--- src/rtl/apb1_pkg.sv ---
// Shared definitions for the APB1 command master: FSM encoding, default bus widths
// and PPROT bit positions.
package apb1_pkg;

  typedef enum logic [1:0] {
    IDLE   = 2'd0,
    SETUP  = 2'd1,
    ACCESS = 2'd2
  } apb1_state_e;

  localparam int APB1_ADDR_W = 32;
  localparam int APB1_DATA_W = 32;

  localparam int PPROT_PRIV  = 0;
  localparam int PPROT_NSEC  = 1;
  localparam int PPROT_INSTR = 2;

endpackage

--- src/rtl/apb1_mst_wdog.sv ---
// ACCESS-phase wait-state watchdog; expires once TIMEOUT_CYCLES-1 stalled cycles
// have been counted since the last clear.
module apb1_mst_wdog #(
  parameter int TIMEOUT_CYCLES = 256
) (
  input  logic clk_i,
  input  logic rst_i,
  input  logic clr_i,
  input  logic en_i,
  output logic expire_o
);

  logic [15:0] cnt_q, cnt_d;

  assign expire_o = (cnt_q == 16'(TIMEOUT_CYCLES - 1));

  always_comb begin
    cnt_d = cnt_q;
    if (clr_i) begin
      cnt_d = '0;
    end else if (en_i && !expire_o) begin
      cnt_d = cnt_q + 16'd1;
    end
  end

  always_ff @(posedge clk_i) begin
    if (rst_i) begin
      cnt_q <= '0;
    end else begin
      cnt_q <= cnt_d;
    end
  end

endmodule

--- src/rtl/apb1_cmd_master.sv ---
// APB4 initiator: valid/ready command in, SETUP/ACCESS transfer out, held response back.
// Optional ACCESS wait-state timeout enabled by defining APB1_MST_TIMEOUT_EN.
module apb1_cmd_master
  import apb1_pkg::*;
#(
  parameter int ADDR_W         = APB1_ADDR_W,
  parameter int DATA_W         = APB1_DATA_W,
  parameter int TIMEOUT_CYCLES = 256
) (
  input  logic                  apb1_root_clk,
  input  logic                  apb1_root_rst,
  input  logic                  cmd_valid,
  output logic                  cmd_ready,
  input  logic                  cmd_write,
  input  logic [ADDR_W-1:0]     cmd_addr,
  input  logic [DATA_W-1:0]     cmd_wdata,
  input  logic [DATA_W/8-1:0]   cmd_strb,
  input  logic [2:0]            cmd_prot,
  output logic [ADDR_W-1:0]     paddr,
  output logic                  psel,
  output logic                  penable,
  output logic                  pwrite,
  output logic [DATA_W-1:0]     pwdata,
  output logic [DATA_W/8-1:0]   pstrb,
  output logic [2:0]            pprot,
  input  logic [DATA_W-1:0]     prdata,
  input  logic                  pready,
  input  logic                  pslverr,
  output logic                  rsp_valid,
  input  logic                  rsp_ready,
  output logic [DATA_W-1:0]     rsp_rdata,
  output logic                  rsp_err,
  output logic                  rsp_timeout
);

  localparam int STRB_W = DATA_W / 8;

  apb1_state_e         state_q, state_d;
  logic                psel_q, psel_d, penable_q, penable_d, pwrite_q, pwrite_d;
  logic [ADDR_W-1:0]   paddr_q, paddr_d;
  logic [DATA_W-1:0]   pwdata_q, pwdata_d;
  logic [STRB_W-1:0]   pstrb_q, pstrb_d;
  logic [2:0]          pprot_q, pprot_d;
  logic                rsp_valid_q, rsp_valid_d, rsp_err_q, rsp_err_d;
  logic [DATA_W-1:0]   rsp_rdata_q, rsp_rdata_d;
  logic                wd_expire;

`ifdef APB1_MST_TIMEOUT_EN
  logic rsp_to_q, rsp_to_d;

  // Counter restarts whenever we are outside ACCESS, so it reads 0 on ACCESS entry.
  apb1_mst_wdog #(.TIMEOUT_CYCLES(TIMEOUT_CYCLES)) u_wdog (
    .clk_i    (apb1_root_clk),
    .rst_i    (apb1_root_rst),
    .clr_i    (state_q != ACCESS),
    .en_i     ((state_q == ACCESS) && !pready),
    .expire_o (wd_expire)
  );
  assign rsp_timeout = rsp_to_q;
`else
  logic unused_timeout_cfg;
  assign unused_timeout_cfg = (TIMEOUT_CYCLES == 0);
  assign wd_expire   = 1'b0;
  assign rsp_timeout = 1'b0;
`endif

  assign cmd_ready = !apb1_root_rst && (state_q == IDLE) && (!rsp_valid_q || rsp_ready);

  always_comb begin
    state_d     = state_q;
    psel_d      = psel_q;
    penable_d   = penable_q;
    pwrite_d    = pwrite_q;
    paddr_d     = paddr_q;
    pwdata_d    = pwdata_q;
    pstrb_d     = pstrb_q;
    pprot_d     = pprot_q;
    rsp_valid_d = rsp_valid_q;
    rsp_err_d   = rsp_err_q;
    rsp_rdata_d = rsp_rdata_q;
`ifdef APB1_MST_TIMEOUT_EN
    rsp_to_d    = rsp_to_q;
`endif
    if (rsp_valid_q && rsp_ready) begin
      rsp_valid_d = 1'b0;
    end
    unique case (state_q)
      IDLE: begin
        if (cmd_valid && cmd_ready) begin
          state_d   = SETUP;
          psel_d    = 1'b1;
          penable_d = 1'b0;
          paddr_d   = cmd_addr;
          pwrite_d  = cmd_write;
          pprot_d   = cmd_prot;
          pwdata_d  = cmd_write ? cmd_wdata : '0;
          pstrb_d   = cmd_write ? cmd_strb : '0;
        end
      end
      SETUP: begin
        state_d   = ACCESS;
        penable_d = 1'b1;
      end
      ACCESS: begin
        // A ready slave takes priority over a watchdog expiring on the same edge.
        if (pready) begin
          state_d     = IDLE;
          psel_d      = 1'b0;
          penable_d   = 1'b0;
          rsp_valid_d = 1'b1;
          rsp_err_d   = pslverr;
          rsp_rdata_d = pwrite_q ? '0 : prdata;
`ifdef APB1_MST_TIMEOUT_EN
          rsp_to_d    = 1'b0;
`endif
        end else if (wd_expire) begin
          state_d     = IDLE;
          psel_d      = 1'b0;
          penable_d   = 1'b0;
          rsp_valid_d = 1'b1;
          rsp_err_d   = 1'b1;
          rsp_rdata_d = '0;
`ifdef APB1_MST_TIMEOUT_EN
          rsp_to_d    = 1'b1;
`endif
        end
      end
      default: begin
        state_d   = IDLE;
        psel_d    = 1'b0;
        penable_d = 1'b0;
      end
    endcase
  end

  always_ff @(posedge apb1_root_clk) begin
    if (apb1_root_rst) begin
      state_q     <= IDLE;
      psel_q      <= 1'b0;
      penable_q   <= 1'b0;
      pwrite_q    <= 1'b0;
      paddr_q     <= '0;
      pwdata_q    <= '0;
      pstrb_q     <= '0;
      pprot_q     <= '0;
      rsp_valid_q <= 1'b0;
      rsp_err_q   <= 1'b0;
      rsp_rdata_q <= '0;
`ifdef APB1_MST_TIMEOUT_EN
      rsp_to_q    <= 1'b0;
`endif
    end else begin
      state_q     <= state_d;
      psel_q      <= psel_d;
      penable_q   <= penable_d;
      pwrite_q    <= pwrite_d;
      paddr_q     <= paddr_d;
      pwdata_q    <= pwdata_d;
      pstrb_q     <= pstrb_d;
      pprot_q     <= pprot_d;
      rsp_valid_q <= rsp_valid_d;
      rsp_err_q   <= rsp_err_d;
      rsp_rdata_q <= rsp_rdata_d;
`ifdef APB1_MST_TIMEOUT_EN
      rsp_to_q    <= rsp_to_d;
`endif
    end
  end

  assign psel      = psel_q;
  assign penable   = penable_q;
  assign pwrite    = pwrite_q;
  assign paddr     = paddr_q;
  assign pwdata    = pwdata_q;
  assign pstrb     = pstrb_q;
  assign pprot     = pprot_q;
  assign rsp_valid = rsp_valid_q;
  assign rsp_err   = rsp_err_q;
  assign rsp_rdata = rsp_rdata_q;

endmodule

--- config.mk ---
export PLATFORM = sky130hd
export DESIGN_NAME = apb1_cmd_master
export DESIGN_NICKNAME = d
export VERILOG_FILES = /design/src/rtl/apb1_pkg.sv /design/src/rtl/apb1_mst_wdog.sv /design/src/rtl/apb1_cmd_master.sv
export SDC_FILE = /design/constraint.sdc
export NUM_CORES = 1
export LEC_CHECK = 0
export CAP_MARGIN = 25
export CORE_ASPECT_RATIO = 1.1
export CORE_MARGIN = 5
export CORE_UTILIZATION = 38
export CTS_BUF_LIST = sky130_fd_sc_hd__clkbuf_4 sky130_fd_sc_hd__clkbuf_8
export DETAILED_ROUTE_END_ITERATION = 7
export DONT_BUFFER_PORTS = 1
export PLACE_DENSITY = 0.51
export SLEW_MARGIN = 20
export SYNTH_ARGS = -nofsm -noshare
export SYNTH_HDL_FRONTEND = slang
export SYNTH_HIERARCHICAL = 1
export SYNTH_SLANG_ARGS = --single-unit
export TNS_END_PERCENT = 50
--- constraint.sdc ---
create_clock -name apb1_root_clk -period 1.4 [get_ports apb1_root_clk]
set_input_delay 0.28 -clock apb1_root_clk [delete_from_list [all_inputs] [get_ports apb1_root_clk]]
set_output_delay 0.28 -clock apb1_root_clk [all_outputs]
set_load 0.005 [all_outputs]
Word level (Yosys, flattened, before mapping)
Cells that the tools add are included.
{"block": "word_totals", "n_memories": 0, "out_inout_bits": 110, "romBits": 0, "latch_bits": 0, "in_bits": 110, "ramBits": 0, "ff_bits": 110}
{"block": "op_classes", "shift": 0, "addsub": 0, "bitwise_logic": 1, "reduce_logical": 12, "mul": 0, "order_cmp": 0, "n_div": 0, "mux": 14, "eq_ne": 4}
{"operator": "32-bit 2-to-1 mux", "n": 2}
{"operator": "1-bit 2-to-1 mux", "n": 6}
{"operator": "1-bit one-hot mux with 3 select lines", "n": 2}
{"operator": "2-bit one-hot mux with 3 select lines", "n": 1}
{"operator": "2-bit AND reduction", "n": 3}
{"operator": "1-bit logical AND", "n": 4}
{"operator": "2-bit 2-to-1 mux", "n": 2}
{"operator": "4-bit 2-to-1 mux", "n": 1}
{"operator": "3-bit AND reduction", "n": 1}
{"operator": "2-bit by 1-bit == test with 1-bit output, second input constant", "n": 1}
{"operator": "2-bit == test, second input constant", "n": 1}
{"operator": "1-bit logical NOT", "n": 2}
{"operator": "2-bit logical NOT", "n": 1}
{"operator": "2-bit by 1-bit inequality test with 1-bit output, second input constant", "n": 1}
{"operator": "2-bit inequality test, second input constant", "n": 1}
{"operator": "1-bit logical OR", "n": 1}
{"operator": "1-bit NOT", "n": 1}

Depth between registers and ports, before layout
{"block": "depth", "word_depth": 6, "mapped_depth": 6}

Worst setup path before layout
No wires, ideal clock.
{"block": "synth_timing", "path_type": "flip-flop to flip-flop", "from": "reg state_q[1]", "to": "reg pwdata_q[29], in the netlist pwdata[29]", "period_less_slack_ns": 1.509, "setup_ns": 0.118, "slack_ns": -0.109, "n_path_buf": 3, "arrival_time_ns": 1.392, "stages_incl_launch_ff": 7, "path_cell_list": "dfxtp_1 buf_2 nor4b_4 and2_1 buf_4 buf_4 o21ai_1"}
{"block": "synth_between", "elab_chain_len": 5}
{"element": "start: declaration", "line_no": "apb1_cmd_master.sv:38", "source": "apb1_state_e state_q, state_d;"}
{"element": "start signal: assignment", "line_no": "apb1_cmd_master.sv:153", "source": "state_q <= state_d;"}
{"element": "2-bit logical NOT (*)", "line_no": "apb1_cmd_master.sv:67, apb1_cmd_master.sv:87"}
{"element": "1-bit logical AND (2 in series)", "line_no": "apb1_cmd_master.sv:67", "source": "assign cmd_ready = !apb1_root_rst && (state_q == IDLE) && (!rsp_valid_q || rsp_ready);"}
{"element": "1-bit logical AND", "line_no": "apb1_cmd_master.sv:89", "source": "if (cmd_valid && cmd_ready) begin"}
{"element": "2-bit AND reduction (no line) (*)"}
{"element": "end signal: assignment", "line_no": "apb1_cmd_master.sv:158", "source": "pwdata_q <= pwdata_d;"}
{"element": "end: declaration", "line_no": "apb1_cmd_master.sv:41", "source": "logic [DATA_W-1:0] pwdata_q, pwdata_d;"}
Mark *: on every way between the ends. The rest lies on a longest branch, timed or not.
A chain may end at the register's enable or synchronous reset.

Worst setup path in the final report
{"block": "layout_timing", "from": "reg state_q[1]", "to": "reg paddr_q[2], in the netlist paddr[2]"}
{"block": "layout_between", "elab_chain_len": 5}
{"element": "2-bit logical NOT (*)", "line_no": "apb1_cmd_master.sv:67, apb1_cmd_master.sv:87"}
{"element": "1-bit logical AND (2 in series)", "line_no": "apb1_cmd_master.sv:67"}
{"element": "1-bit logical AND", "line_no": "apb1_cmd_master.sv:89"}
{"element": "2-bit AND reduction (no line) (*)"}
{"element": "end signal: assignment", "line_no": "apb1_cmd_master.sv:157", "source": "paddr_q <= paddr_d;"}
{"element": "end: declaration", "line_no": "apb1_cmd_master.sv:40", "source": "logic [ADDR_W-1:0] paddr_q, paddr_d;"}
Marked as above.

==> metrics.yaml <==
detailed_routing:
  top_layer: "met4"
  wl_met3_mm: 1.40
  drc: 0
  drt_first_pass_iters: 5
  num_vias: 3431
  wl_met2_mm: 5.69
  drtIter0Drc: 196
  viasPerCell: 5.50
  drt-wirelength-per-cell_um: 19.7
  drtAntennaViolNets: 0
  drt_wl_total_mm: 12.3
  wl_met1_mm: 4.94
sta:
  worst_hold_slack_ns: 0.0320
  setup_tns_ns: -0.00392
  final_hold_viol_count: 0
  grt_setup_unrepaired: "true"
  slew_viol_final: 0
  clock.fmax_mhz: 713
  fin_skew_ns: 0.00938
  period_share_pct: 100
  setup_viol: 2
  setup_ws_ns: -0.00321
  min_period_ns: 1.40
hold_path:
  min_to: "paddr[18]"
  hold_depth: 2
  min_from: "cmd_addr[18]"
  hold_class: "in -> reg"
clocking:
  cts_made_buffers: 9
  tritoncts: "done"
  clock-sinks: 109
  htree_levels: 3
  root_buffer: "clkbuf_8"
  clockBufferDepth: 2
  clk_pin_slew_ns: 0.10
  clkLatencyLatePin_ns: 0.37
grt:
  grt_pass1_vias: 3232
  grt_pass1_wl_mm: 17.8
  grt_overflow: 0
  grtUsageTotal_pct: 17.3
  antenna_found_initial: 0
  grt_max_degree: 73
floorplanning:
  dieArea_um2: 12900
  ios: 220
  start_util_pct: 39.1
  die_x_um: 109
  core-area_um2: 10400
  fp-row-count: 39
  fp.dieH_um: 119
synthesis:
  synth_edf_count: 0
  synth.distinct_cells: 22
  synth_area_um2: 4090
  synth_top_flop_cell: "dfxtp_1"
  async_flop_share_pct: 0
  syn_nets: 600
  ys_ff_latch: 109
  ys_seq_area_share_pct: 53.4
  synth_area_per_cell_um2: 8.34
  synthCells: 490
  ys_warn_count: 6
setup_path:
  arrival_ns: 1.67
  rrSetupSlack_ns: -0.003
  crit_required_ns: 1.67
  r2r_end: "paddr[2]"
  reg2reg_depth: 5
  crit_type: "reg -> reg"
  crit_fanout: 5
  critPathLaunchType: "flop"
  end_kind: "flop"
  regToRegStartpoint: "state_q[1]"
power_and_ir_drop:
  powerDensity_nw_per_um2: 1230
  vdd_ir_drop_max_mv: 0.541
  finalPower_mw: 5.93
  p_leak_nw: 1.65
finish:
  final_nets: 586
  num_antenna_cells: 0
  layout-drive-gt1-share_pct: 16.2
  fin_util_pct: 46.2
  final_design_area_no_fill_um2: 4820
  area_growth_syn_to_layout_pct: 18.0
placed_design:
  port_buffers: 0
  routabilityCongestion: 0.766
  place_area_um2: 4200
  post-dp-hpwl_mm: 7.58
status:
  violations: "setup timing"
  status: "finished with violations"
run:
  maxCapViolCount: 0
## placed cells by master, fill, tap and decap left out
cell type	synthesis	final
buf_12	0	11
nand2b_2	0	1
nand2_2	0	1
nand4_1	34	34
o211a_1	1	1
buf_8	0	1
nand3_1	36	36
buf_16	0	1
mux2i_1	3	3
o21ai_1	59	32
inv_2	0	1
and3b_2	0	1
dfxtp_1	109	107
dfxtp_2	0	2
bufinv_16	0	1
nor3_4	0	1
nor2_1	2	2
clkbuf_16	0	5
clkinv_2	0	2
nand2_1	109	108
a21oi_1	34	34
buf_4	8	7
nor4b_4	1	1
and2_4	0	1
o21ai_0	12	12
clkbuf_8	0	11
clkinvlp_4	0	3
o21ai_2	0	27
nand3b_1	33	33
conb_1	1	1
## where the power goes
part,switching [mW],leakage [nW],internal (mW)
Combinational,0.315,0.665,0.275
Sequential,0.138,0.890,3.26
Clock,1.07,0.0943,0.870
Total,1.53,1.65,4.41
## kinds of logic (layout without fill, tap and decap cells)
| group | count (synthesis) | after routing | share of synthesized area (%) |
|---|---|---|---|
| AND/OR/NAND/NOR | 219 | 219 | 27.1 |
| flip-flops | 109 | 109 | 53.4 |
| other | 1 | 1 | 0.0918 |
| multiplexers | 3 | 3 | 0.735 |
| buffers and inverters | 52 | 43 | 5.54 |
| AO/OA/AOI/OAI | 106 | 106 | 13.1 |
## routing by layer
layer | vias to the layer above | track usage [%]
met5 | - | 0
met4 | 0 | 6.95
met3 | 15 | 7.03
met2 | 154 | 26.3
met1 | 1605 | 21.6
li1 | 1657 | -
## worst max path at each step
stage	from	to	slack, ns	depth (start not counted)
after floorplan	state_q[1]	pwdata[29]	-0.04	6
after global placement	state_q[0]	pwdata[10]	0.09	4
after detailed placement	state_q[0]	pwdata[11]	0.003	4
after CTS	state_q[1]	cmd_ready	0.01	2
after global routing	state_q[1]	pwdata[31]	-0.08	4
final	state_q[1]	paddr[2]	-0.003	5
## registers in the layout, summed over array words and instances (netlist names)
| register | flops |
|---|---|
| rsp_err | 1 |
| pstrb | 4 |
| pwrite | 1 |
| paddr | 32 |
| pprot | 3 |
| pwdata | 32 |
| rsp_rdata | 32 |
| state_q | 2 |
| psel | 1 |
| rsp_valid | 1 |
## repair_timing
action / CTS / global route
hold buffers: 1 / 0
cloned: 1 / 6
setup buffers: 0 / 6
endpoints found under the hold margin: 35 / 0
gates resized for setup: 3 / 37
pin swaps: 1 / 2
setup endpoints to repair: 4 / 73
## metrics by stage
stage | std cells | setup slack [ns]
after floorplan | 490 | -0.0403
after global placement | 594 | 0.0870
after detailed placement | 594 | 0.00257
after CTS | 612 | 0.0128
after global routing | 624 | -0.0794
final | 624 | -0.00321
## cells in the mapped netlist (all sizes together) (2+ instances only)
master / n / area [µm²]
o21ai: 71 / 355
nand3b: 33 / 248
clkbuf: 40 / 150
nor2: 2 / 7.51
a21oi: 34 / 170
nand3: 36 / 180
mux2i: 3 / 30.0
nand4: 34 / 213
dfxtp: 109 / 2180
buf: 11 / 72.6
nand2: 109 / 409
## layout make-up
| type | count | area [µm²] |
|---|---|---|
| fillers | 1056 | 5620 |
| clock buffers | 10 | 138 |
| repair buffers | 26 | 454 |
| clock inverters | 6 | 62.6 |
| inverters | 1 | 3.75 |
| well taps | 143 | 179 |
| flip-flops and latches | 109 | 2180 |
| multi-input cells | 329 | 1800 |
## critical path: stages (launching register included)
cell and delay, ns:
dfxtp_2 0.35, nor4b_4 0.33, and2_4 0.28, buf_12 0.15, clkbuf_16 0.15, o21ai_2 0.05
Power figures use the tool's default switching activity.
